`src/rtl/wb_regfile_if.sv`:
```
// Bundles the MEM/WB writeback fields, the ID-stage read ports and the retire count.
// The master drives W-stage fields and decode indices; the slave is the register file.
interface wb_regfile_if #(
    parameter int unsigned XLEN  = 32,
    parameter int unsigned NREGS = 32,
    parameter int unsigned CNT_W = 64
);
    localparam int unsigned AW = (NREGS > 1) ? $clog2(NREGS) : 1;

    logic             ValidW;
    logic             RegWriteW;
    logic [1:0]       ResultSrcW;
    logic [XLEN-1:0]  ALUResultW;
    logic [XLEN-1:0]  ReadDataW;
    logic [AW-1:0]    RdW;
    logic [XLEN-1:0]  PCPlus4W;
    logic [AW-1:0]    Rs1D;
    logic [AW-1:0]    Rs2D;
    logic [XLEN-1:0]  RD1D;
    logic [XLEN-1:0]  RD2D;
    logic [XLEN-1:0]  ResultW;
    logic [CNT_W-1:0] InstRetW;

    modport master (
        output ValidW, RegWriteW, ResultSrcW, ALUResultW, ReadDataW, RdW, PCPlus4W, Rs1D, Rs2D,
        input  RD1D, RD2D, ResultW, InstRetW
    );

    modport slave (
        input  ValidW, RegWriteW, ResultSrcW, ALUResultW, ReadDataW, RdW, PCPlus4W, Rs1D, Rs2D,
        output RD1D, RD2D, ResultW, InstRetW
    );
endinterface

```
`src/rtl/wb_regfile.sv`:
```
// Writeback stage: selects the W-stage result, commits it to the integer register file,
// serves two bypassed decode read ports and counts retired instructions.
module wb_regfile #(
    parameter int unsigned XLEN  = 32,
    parameter int unsigned NREGS = 32,
    parameter int unsigned CNT_W = 64
) (
    input  logic          clk,
    input  logic          reset_n,
    wb_regfile_if.slave   bus
);

    logic [XLEN-1:0]  regs_q [NREGS];
    logic [CNT_W-1:0] instret_q;
    logic [CNT_W-1:0] instret_d;
    logic [XLEN-1:0]  result;
    logic             commit;

    always_comb begin
        case (bus.ResultSrcW)
            2'b01:   result = bus.ReadDataW;
            2'b10:   result = bus.PCPlus4W;
            // 2'b11 is reserved and falls back to the ALU result
            default: result = bus.ALUResultW;
        endcase
    end

    assign bus.ResultW = result;
    assign commit      = bus.ValidW & bus.RegWriteW & (bus.RdW != '0);

    // Same-cycle bypass lets ID read a value being committed this cycle
    always_comb begin
        bus.RD1D = regs_q[bus.Rs1D];
        if (commit && (bus.RdW == bus.Rs1D)) begin
            bus.RD1D = result;
        end
        if (bus.Rs1D == '0) begin
            bus.RD1D = '0;
        end
    end

    always_comb begin
        bus.RD2D = regs_q[bus.Rs2D];
        if (commit && (bus.RdW == bus.Rs2D)) begin
            bus.RD2D = result;
        end
        if (bus.Rs2D == '0) begin
            bus.RD2D = '0;
        end
    end

    always_ff @(posedge clk or negedge reset_n) begin
        if (!reset_n) begin
            for (int i = 0; i < int'(NREGS); i++) begin
                regs_q[i] <= '0;
            end
        end else if (commit) begin
            regs_q[bus.RdW] <= result;
        end
    end

    // Every non-bubble slot retires, whether or not it writes a register
    always_comb begin
        instret_d = instret_q;
        if (bus.ValidW) begin
            instret_d = instret_q + CNT_W'(1);
        end
    end

    always_ff @(posedge clk or negedge reset_n) begin
        if (!reset_n) begin
            instret_q <= '0;
        end else begin
            instret_q <= instret_d;
        end
    end

    assign bus.InstRetW = instret_q;

endmodule

```
`src/flat_wrapper.sv`:
```
// flat-port wrapper written by rule: the top's interface ports become plain ports
module wb_regfile_flat 
#(
    parameter int unsigned XLEN  = 32,
    parameter int unsigned NREGS = 32,
    parameter int unsigned CNT_W = 64
)
  (clk, reset_n, bus_ValidW, bus_RegWriteW, bus_ResultSrcW, bus_ALUResultW, bus_ReadDataW, bus_RdW, bus_PCPlus4W, bus_Rs1D, bus_Rs2D, bus_RD1D, bus_RD2D, bus_ResultW, bus_InstRetW);
  wb_regfile_if #(.XLEN(XLEN), .NREGS(NREGS), .CNT_W(CNT_W)) bus_i ();
  input  logic clk;
  input  logic reset_n;
  input wire logic [$bits(bus_i.ValidW)-1:0] bus_ValidW;
  input wire logic [$bits(bus_i.RegWriteW)-1:0] bus_RegWriteW;
  input wire logic [$bits(bus_i.ResultSrcW)-1:0] bus_ResultSrcW;
  input wire logic [$bits(bus_i.ALUResultW)-1:0] bus_ALUResultW;
  input wire logic [$bits(bus_i.ReadDataW)-1:0] bus_ReadDataW;
  input wire logic [$bits(bus_i.RdW)-1:0] bus_RdW;
  input wire logic [$bits(bus_i.PCPlus4W)-1:0] bus_PCPlus4W;
  input wire logic [$bits(bus_i.Rs1D)-1:0] bus_Rs1D;
  input wire logic [$bits(bus_i.Rs2D)-1:0] bus_Rs2D;
  output wire logic [$bits(bus_i.RD1D)-1:0] bus_RD1D;
  output wire logic [$bits(bus_i.RD2D)-1:0] bus_RD2D;
  output wire logic [$bits(bus_i.ResultW)-1:0] bus_ResultW;
  output wire logic [$bits(bus_i.InstRetW)-1:0] bus_InstRetW;
  assign bus_i.ValidW = bus_ValidW;
  assign bus_i.RegWriteW = bus_RegWriteW;
  assign bus_i.ResultSrcW = bus_ResultSrcW;
  assign bus_i.ALUResultW = bus_ALUResultW;
  assign bus_i.ReadDataW = bus_ReadDataW;
  assign bus_i.RdW = bus_RdW;
  assign bus_i.PCPlus4W = bus_PCPlus4W;
  assign bus_i.Rs1D = bus_Rs1D;
  assign bus_i.Rs2D = bus_Rs2D;
  assign bus_RD1D = bus_i.RD1D;
  assign bus_RD2D = bus_i.RD2D;
  assign bus_ResultW = bus_i.ResultW;
  assign bus_InstRetW = bus_i.InstRetW;
  wb_regfile #(.XLEN(XLEN), .NREGS(NREGS), .CNT_W(CNT_W)) u_core (.clk(clk), .reset_n(reset_n), .bus(bus_i));
endmodule
```
`config.mk`:
```
export PLATFORM = sky130hd
export DESIGN_NAME = wb_regfile_flat
export DESIGN_NICKNAME = d
export VERILOG_FILES = /design/src/rtl/wb_regfile_if.sv /design/src/rtl/wb_regfile.sv /design/src/flat_wrapper.sv
export SDC_FILE = /design/constraint.sdc
export NUM_CORES = 2
export LEC_CHECK = 0
export ABC_CLOCK_PERIOD_IN_PS = 3100
export BUFFER_PORTS_ARGS = -buffer_cell sky130_fd_sc_hd__buf_2
export CAP_MARGIN = 20
export CORE_ASPECT_RATIO = 2
export CORE_MARGIN = 5
export CORE_UTILIZATION = 31
export CTS_BUF_LIST = sky130_fd_sc_hd__clkbuf_4 sky130_fd_sc_hd__clkbuf_8 sky130_fd_sc_hd__clkbuf_16
export DETAILED_ROUTE_END_ITERATION = 7
export HOLD_SLACK_MARGIN = 0.03
export MAX_ROUTING_LAYER = met4
export PLACE_DENSITY = 0.46
export SLEW_MARGIN = 20
export SYNTH_ARGS = -nofsm -noshare
export SYNTH_HDL_FRONTEND = slang
export SYNTH_SLANG_ARGS = --single-unit
```
`constraint.sdc`:
```
create_clock -name clk -period 3.1 [get_ports clk]
set_input_delay 0.465 -clock clk [delete_from_list [all_inputs] [get_ports clk]]
set_output_delay 0.465 -clock clk [all_outputs]
set_load 0.01 [all_outputs]
```
# == Word-level counts from Yosys, hierarchy flattened ==
# Index checks and enable logic that the tools add are counted.
# totals
reg_bits,1088
input_bits,117
output_inout_bits,160
# op_classes
n_addsub,1
n_lt_le_gt_ge,4
n_eq_ne,4
mux,14
bitwise_logic,5
reduce_logical,6
# ops
operator,n
bitwise mux 1024 bit,1
binary-select mux 32 bit (select 5 bit),2
2-to-1 mux 32 bit,9
demux 32 bit (select 5 bit),1
"adder 64 x 1 -> 64 bit, second input constant",1
one-hot mux 32 bit (2 select lines),1
">= comparator 6 bit, second input constant",3
NOT 5 -> 6 bit,3
equality test 5 bit,2
zero test 5 bit,2
"less-than comparator 6 x 1 -> 1 bit, second input constant",1
nonzero test 5 bit,1
logical AND 1 bit,3
AND 1 bit,2
"equality test 2 x 1 -> 1 bit, second input constant",1
"equality test 2 bit, second input constant",1

# == Logic depth before layout (Yosys ltp) ==
# logic_depth
depth_word,6
ltp_mapped,11

# == Worst setup path before layout ==
# OpenSTA, ideal clock, no wires.
# synth_timing
path_type,input port to output port
start,input port bus_Rs1D[1]
end,output port bus_RD1D[21]
t_arrival_ns,2.229
setup_slack_ns,0.406
stages,9
cell_sequence,buf_2 > buf_2 > clkbuf_1 > buf_2 > mux4_2 > a22oi_1 > nand2_1 > a32oi_1 > o31ai_1
# synth_between
elab_chain_cells,6
word_cells_on_any_way,9
cone_classes,eq/ne (1); mux (5); bitwise (1); reduce/logical (2)
# synth_lines
element,line_no,rtl
start: declaration,flat_wrapper.sv:19,input wire logic [$bits(bus_i.Rs1D)-1:0] bus_Rs1D;
NOT 5 -> 6 bit (not written as such),wb_regfile.sv:33,bus.RD1D = regs_q[bus.Rs1D];
binary-select mux 32 bit (select 5 bit),wb_regfile.sv:33,
2-to-1 mux 32 bit (not written as such) (2 in series),wb_regfile.sv:33,
2-to-1 mux 32 bit,wb_regfile.sv:34,if (commit && (bus.RdW == bus.Rs1D)) begin
2-to-1 mux 32 bit *,wb_regfile.sv:37,if (bus.Rs1D == '0) begin
end: declaration,flat_wrapper.sv:21,output wire logic [$bits(bus_i.RD1D)-1:0] bus_RD1D;
# Every way passes the cells marked *; elsewhere a longest branch is shown, timed or not. The select of a mux whose other input is x is not followed.

# == Worst setup path after layout ==
# layout_timing
start,register u_core.regs_q[617] in the netlist's numbering
end,output port bus_RD2D[9]
# layout_between
elab_chain_cells,5
# layout_lines
element,line_no,rtl
start: declaration,wb_regfile.sv:13,logic [XLEN-1:0] regs_q [NREGS];
start signal: indexed assignment,wb_regfile.sv:58,regs_q[bus.RdW] <= result;
binary-select mux 32 bit (select 5 bit),wb_regfile.sv:43,bus.RD2D = regs_q[bus.Rs2D];
2-to-1 mux 32 bit (not written as such) (2 in series),wb_regfile.sv:43,
2-to-1 mux 32 bit,wb_regfile.sv:44,if (commit && (bus.RdW == bus.Rs2D)) begin
2-to-1 mux 32 bit,wb_regfile.sv:47,if (bus.Rs2D == '0) begin
end: declaration,flat_wrapper.sv:22,output wire logic [$bits(bus_i.RD2D)-1:0] bus_RD2D;
# No other way between the ends. The select of a mux whose other input is x is not followed.

==> results_dict.tcl <==
set metrics [dict create \
    ys_types 70 \
    p_leak_uw 0.0311 \
    synth_flop_cell "dfrtp_1" \
    seq_area_frac_synth 0.477 \
    routedWlPerCell_um 30.3 \
    tritoncts "built" \
    cp-end-kind "primary output" \
    num-fill-cells 17800 \
    drive_above_1_share 0.304 \
    worst_slack_ns -0.104 \
    worstHoldEndpoint "u_core.bus.InstRetW[0]$_DFFE_PN0P_" \
    fmax_ghz 0.312 \
    dieArea_um2 193000 \
    status "complete, but fails checks" \
    critPathKind "reg2out" \
    post-place-ws_ns -0.684 \
    gr-total-overflow 0 \
    worstReg2RegStart "u_core.bus.InstRetW[8]$_DFFE_PN0P_" \
    clk_pin_slew_ns 0.07 \
    final_common_cell "dfrtp_1" \
    synthAdderAreaFrac 0.000658 \
    layout.nets 5798 \
    worstPathArrival_ns 2.74 \
    synth_compound_area_frac 0.144 \
    violations "negative setup slack" \
    gp_congestion 0.866 \
    cts_root_buf "clkbuf_16" \
    drc 0 \
    clock_latency_ns 0.74 \
    required_ns 2.63 \
    synth-simple-area-share 0.0996 \
    numCtsBuffers 106 \
    cts_buffer_depth 3 \
    synthXorXnorAreaFrac 0.0112 \
    hold_viol_final 0 \
    crit_start "u_core.regs_q[617]$_DFFE_PN0P_" \
    cts.sinks 1088 \
    grt_pass1_vias 46800 \
    vias 45800 \
    dr.pass1.iters 5 \
    layout_min_cycle_time_ns 3.20 \
    crit_fanout 2 \
    worst_clock_skew_ns 0.0179 \
    tightest_slew_ns 1.03 \
    wirelength_um 246000 \
    reg2reg_depth 6 \
    port_buffers 276 \
    async_reset_ff_frac 1.00 \
    r2r_end "u_core.bus.InstRetW[63]$_DFFE_PN0P_" \
    synth_top_family_by_area "multiplexers" \
    critPathLaunchType "register" \
    io-pin-count 277 \
    synth-seq-cells 1088 \
    syn_avg_cell_area_um2 10.8 \
    ant_nets 0 \
    powerDensity_nw_per_um2 553 \
    setup_viol_count_final 4 \
    yosys_warnings 0 \
    slew_headroom 0.311 \
    syn_nets 5397 \
    synthMuxAreaShare 0.218 \
    grt_max_degree 153 \
    finalMaxSlewViolations 0 \
    htreeDepth 3 \
    grt_pass1_wl_um 350000 \
    rsz0062_at_grt "true" \
    hpwlAfterDp_um 161000 \
    vdd_ir_drop_max_mv 0.439 \
    antenna_found_initial 6 \
    ff2ff_setup_slack_ns 0.52 \
    grt_usage 0.256 \
    row_count 222 \
    core_um2 183000 \
    placed_area_um2 64600 \
    start_util 0.311 \
    vias_per_cell 5.63 \
    die_h_um 617 \
    hold_class "in2reg" \
    area_delta_synth_final_pct 23.8 \
    synth_edf_count 0 \
    maxCapViolations 0 \
    synthesis.area_um2 57000 \
    die_w_um 313 \
    syn_inst 5277 \
    layout_common_cells "1088 x dfrtp_1, 1086 x nand2_1, 1010 x o21ai_0" \
    finalCritPeriodShare 1.03 \
    holdPathStages 3 \
    hp-start "bus_ValidW" \
    final_area_um2 70600 \
    drtIter0Drc 4024 \
]
repair_timing:
action                                  CTS  global route
cloned                                    7             3
pin swaps                                55            28
resized for setup                       190            79
setup buffers                            47            35
endpoints found under the setup margin   57            46
endpoints found under the hold margin   180             0
hold buffers                              1             0
report_power, final:
| part | switching, uW | internal [uW] | total (uW) |
|---|---|---|---|
| Sequential | 1270 | 15700 | 17000 |
| Combinational | 4060 | 3440 | 7500 |
| Clock | 6280 | 8250 | 14500 |
state kept, by name, indices dropped and copies added (netlist names):
| name | flops |
|---|---|
| u_core.bus.InstRetW | 64 |
| u_core.regs_q | 1024 |
routing by layer:
metal	track usage	routed length, um	up-vias
met4	0.118	14800	0
met2	0.425	120000	1818
met3	0.0340	14700	528
li1	-	-	20000
met1	0.312	96300	23500
met5	-	0	-
cells by family after synthesis:
family	after synthesis
fa+ha+maj	3
flops	1088
compound gates	1454
xor+xnor	73
mux	687
buf+inv	597
simple gates	1375
worst max-delay path by stage:
stage	endpoint	cells past startpoint	slack (ns)
2_1_floorplan	bus_RD1D[21]	9	0.41
3_3_place_gp	bus_RD1D[4]	11	-0.77
3_5_place_dp	bus_RD1D[4]	11	-0.68
4_1_cts	bus_RD1D[4]	6	-0.17
5_1_grt	bus_RD2D[9]	7	-0.13
6_report	bus_RD2D[9]	7	-0.10
synthesized netlist by cell type (all sizes together), types with 2 or more instances:
cell    count  area share
a211o       2     0.00031
a211oi     57      0.0075
a21oi      87      0.0076
a221o      23      0.0040
a221oi     77       0.012
a22oi      59      0.0078
a311oi      7      0.0011
a31oi      11      0.0012
a32oi      10      0.0015
a41oi       3     0.00046
and2        7     0.00077
and3       21      0.0023
and4        4     0.00061
buf       142       0.018
clkbuf    409       0.027
dfrtp    1088        0.48
ha          3     0.00066
inv        46      0.0030
mux2        8      0.0016
mux2i     234       0.041
mux4      445        0.18
nand2    1115       0.073
nand2b     13      0.0014
nand3      36      0.0032
nand4      21      0.0029
nor2       81      0.0055
nor2b      33      0.0036
nor3       20      0.0025
nor3b       2     0.00035
nor4        3     0.00070
nor4b       2     0.00031
o211ai      5     0.00066
o21ai    1050       0.092
o21bai      3     0.00039
o221ai      5     0.00077
o22ai      33      0.0036
o31ai      10      0.0013
o32ai       6     0.00092
or2         7     0.00077
or3         8     0.00090
or4         2     0.00033
xnor2      51      0.0078
xor2       22      0.0034
metrics by stage:
step	cells	util	hold WS, ns	TNS, ns	power (uW)
floorplan	5277	-	0.169	0	20900
global placement	7847	0.353	0.377	-6.75	24100
detailed placement	7847	0.353	0.384	-6.26	24300
CTS	8087	0.382	0.0452	-0.630	39100
global route	8126	0.386	0.0852	-0.638	40500
finish	8129	0.386	0.0964	-0.276	39000
area by class of cell:
cell class,count,area [um2],area share
clock buffer,147,3160,0.0448
multi-input combinational,3592,28600,0.405
clock inverter,52,669,0.00948
tap,2352,2940,0.0417
sequential,1088,27200,0.386
antenna,8,20.0,0.000284
inverter,46,175,0.00248
timing repair buffer,844,7830,0.111
critical path, stage by stage (launching register included):
cell,delay (ns)
dfrtp_1,0.40
mux4_2,0.53
o211ai_1,0.24
o21ai_2,0.11
a211oi_2,0.31
buf_4,0.20
o31ai_2,0.06
buf_2,0.15
(Power assumes the default switching activity.)
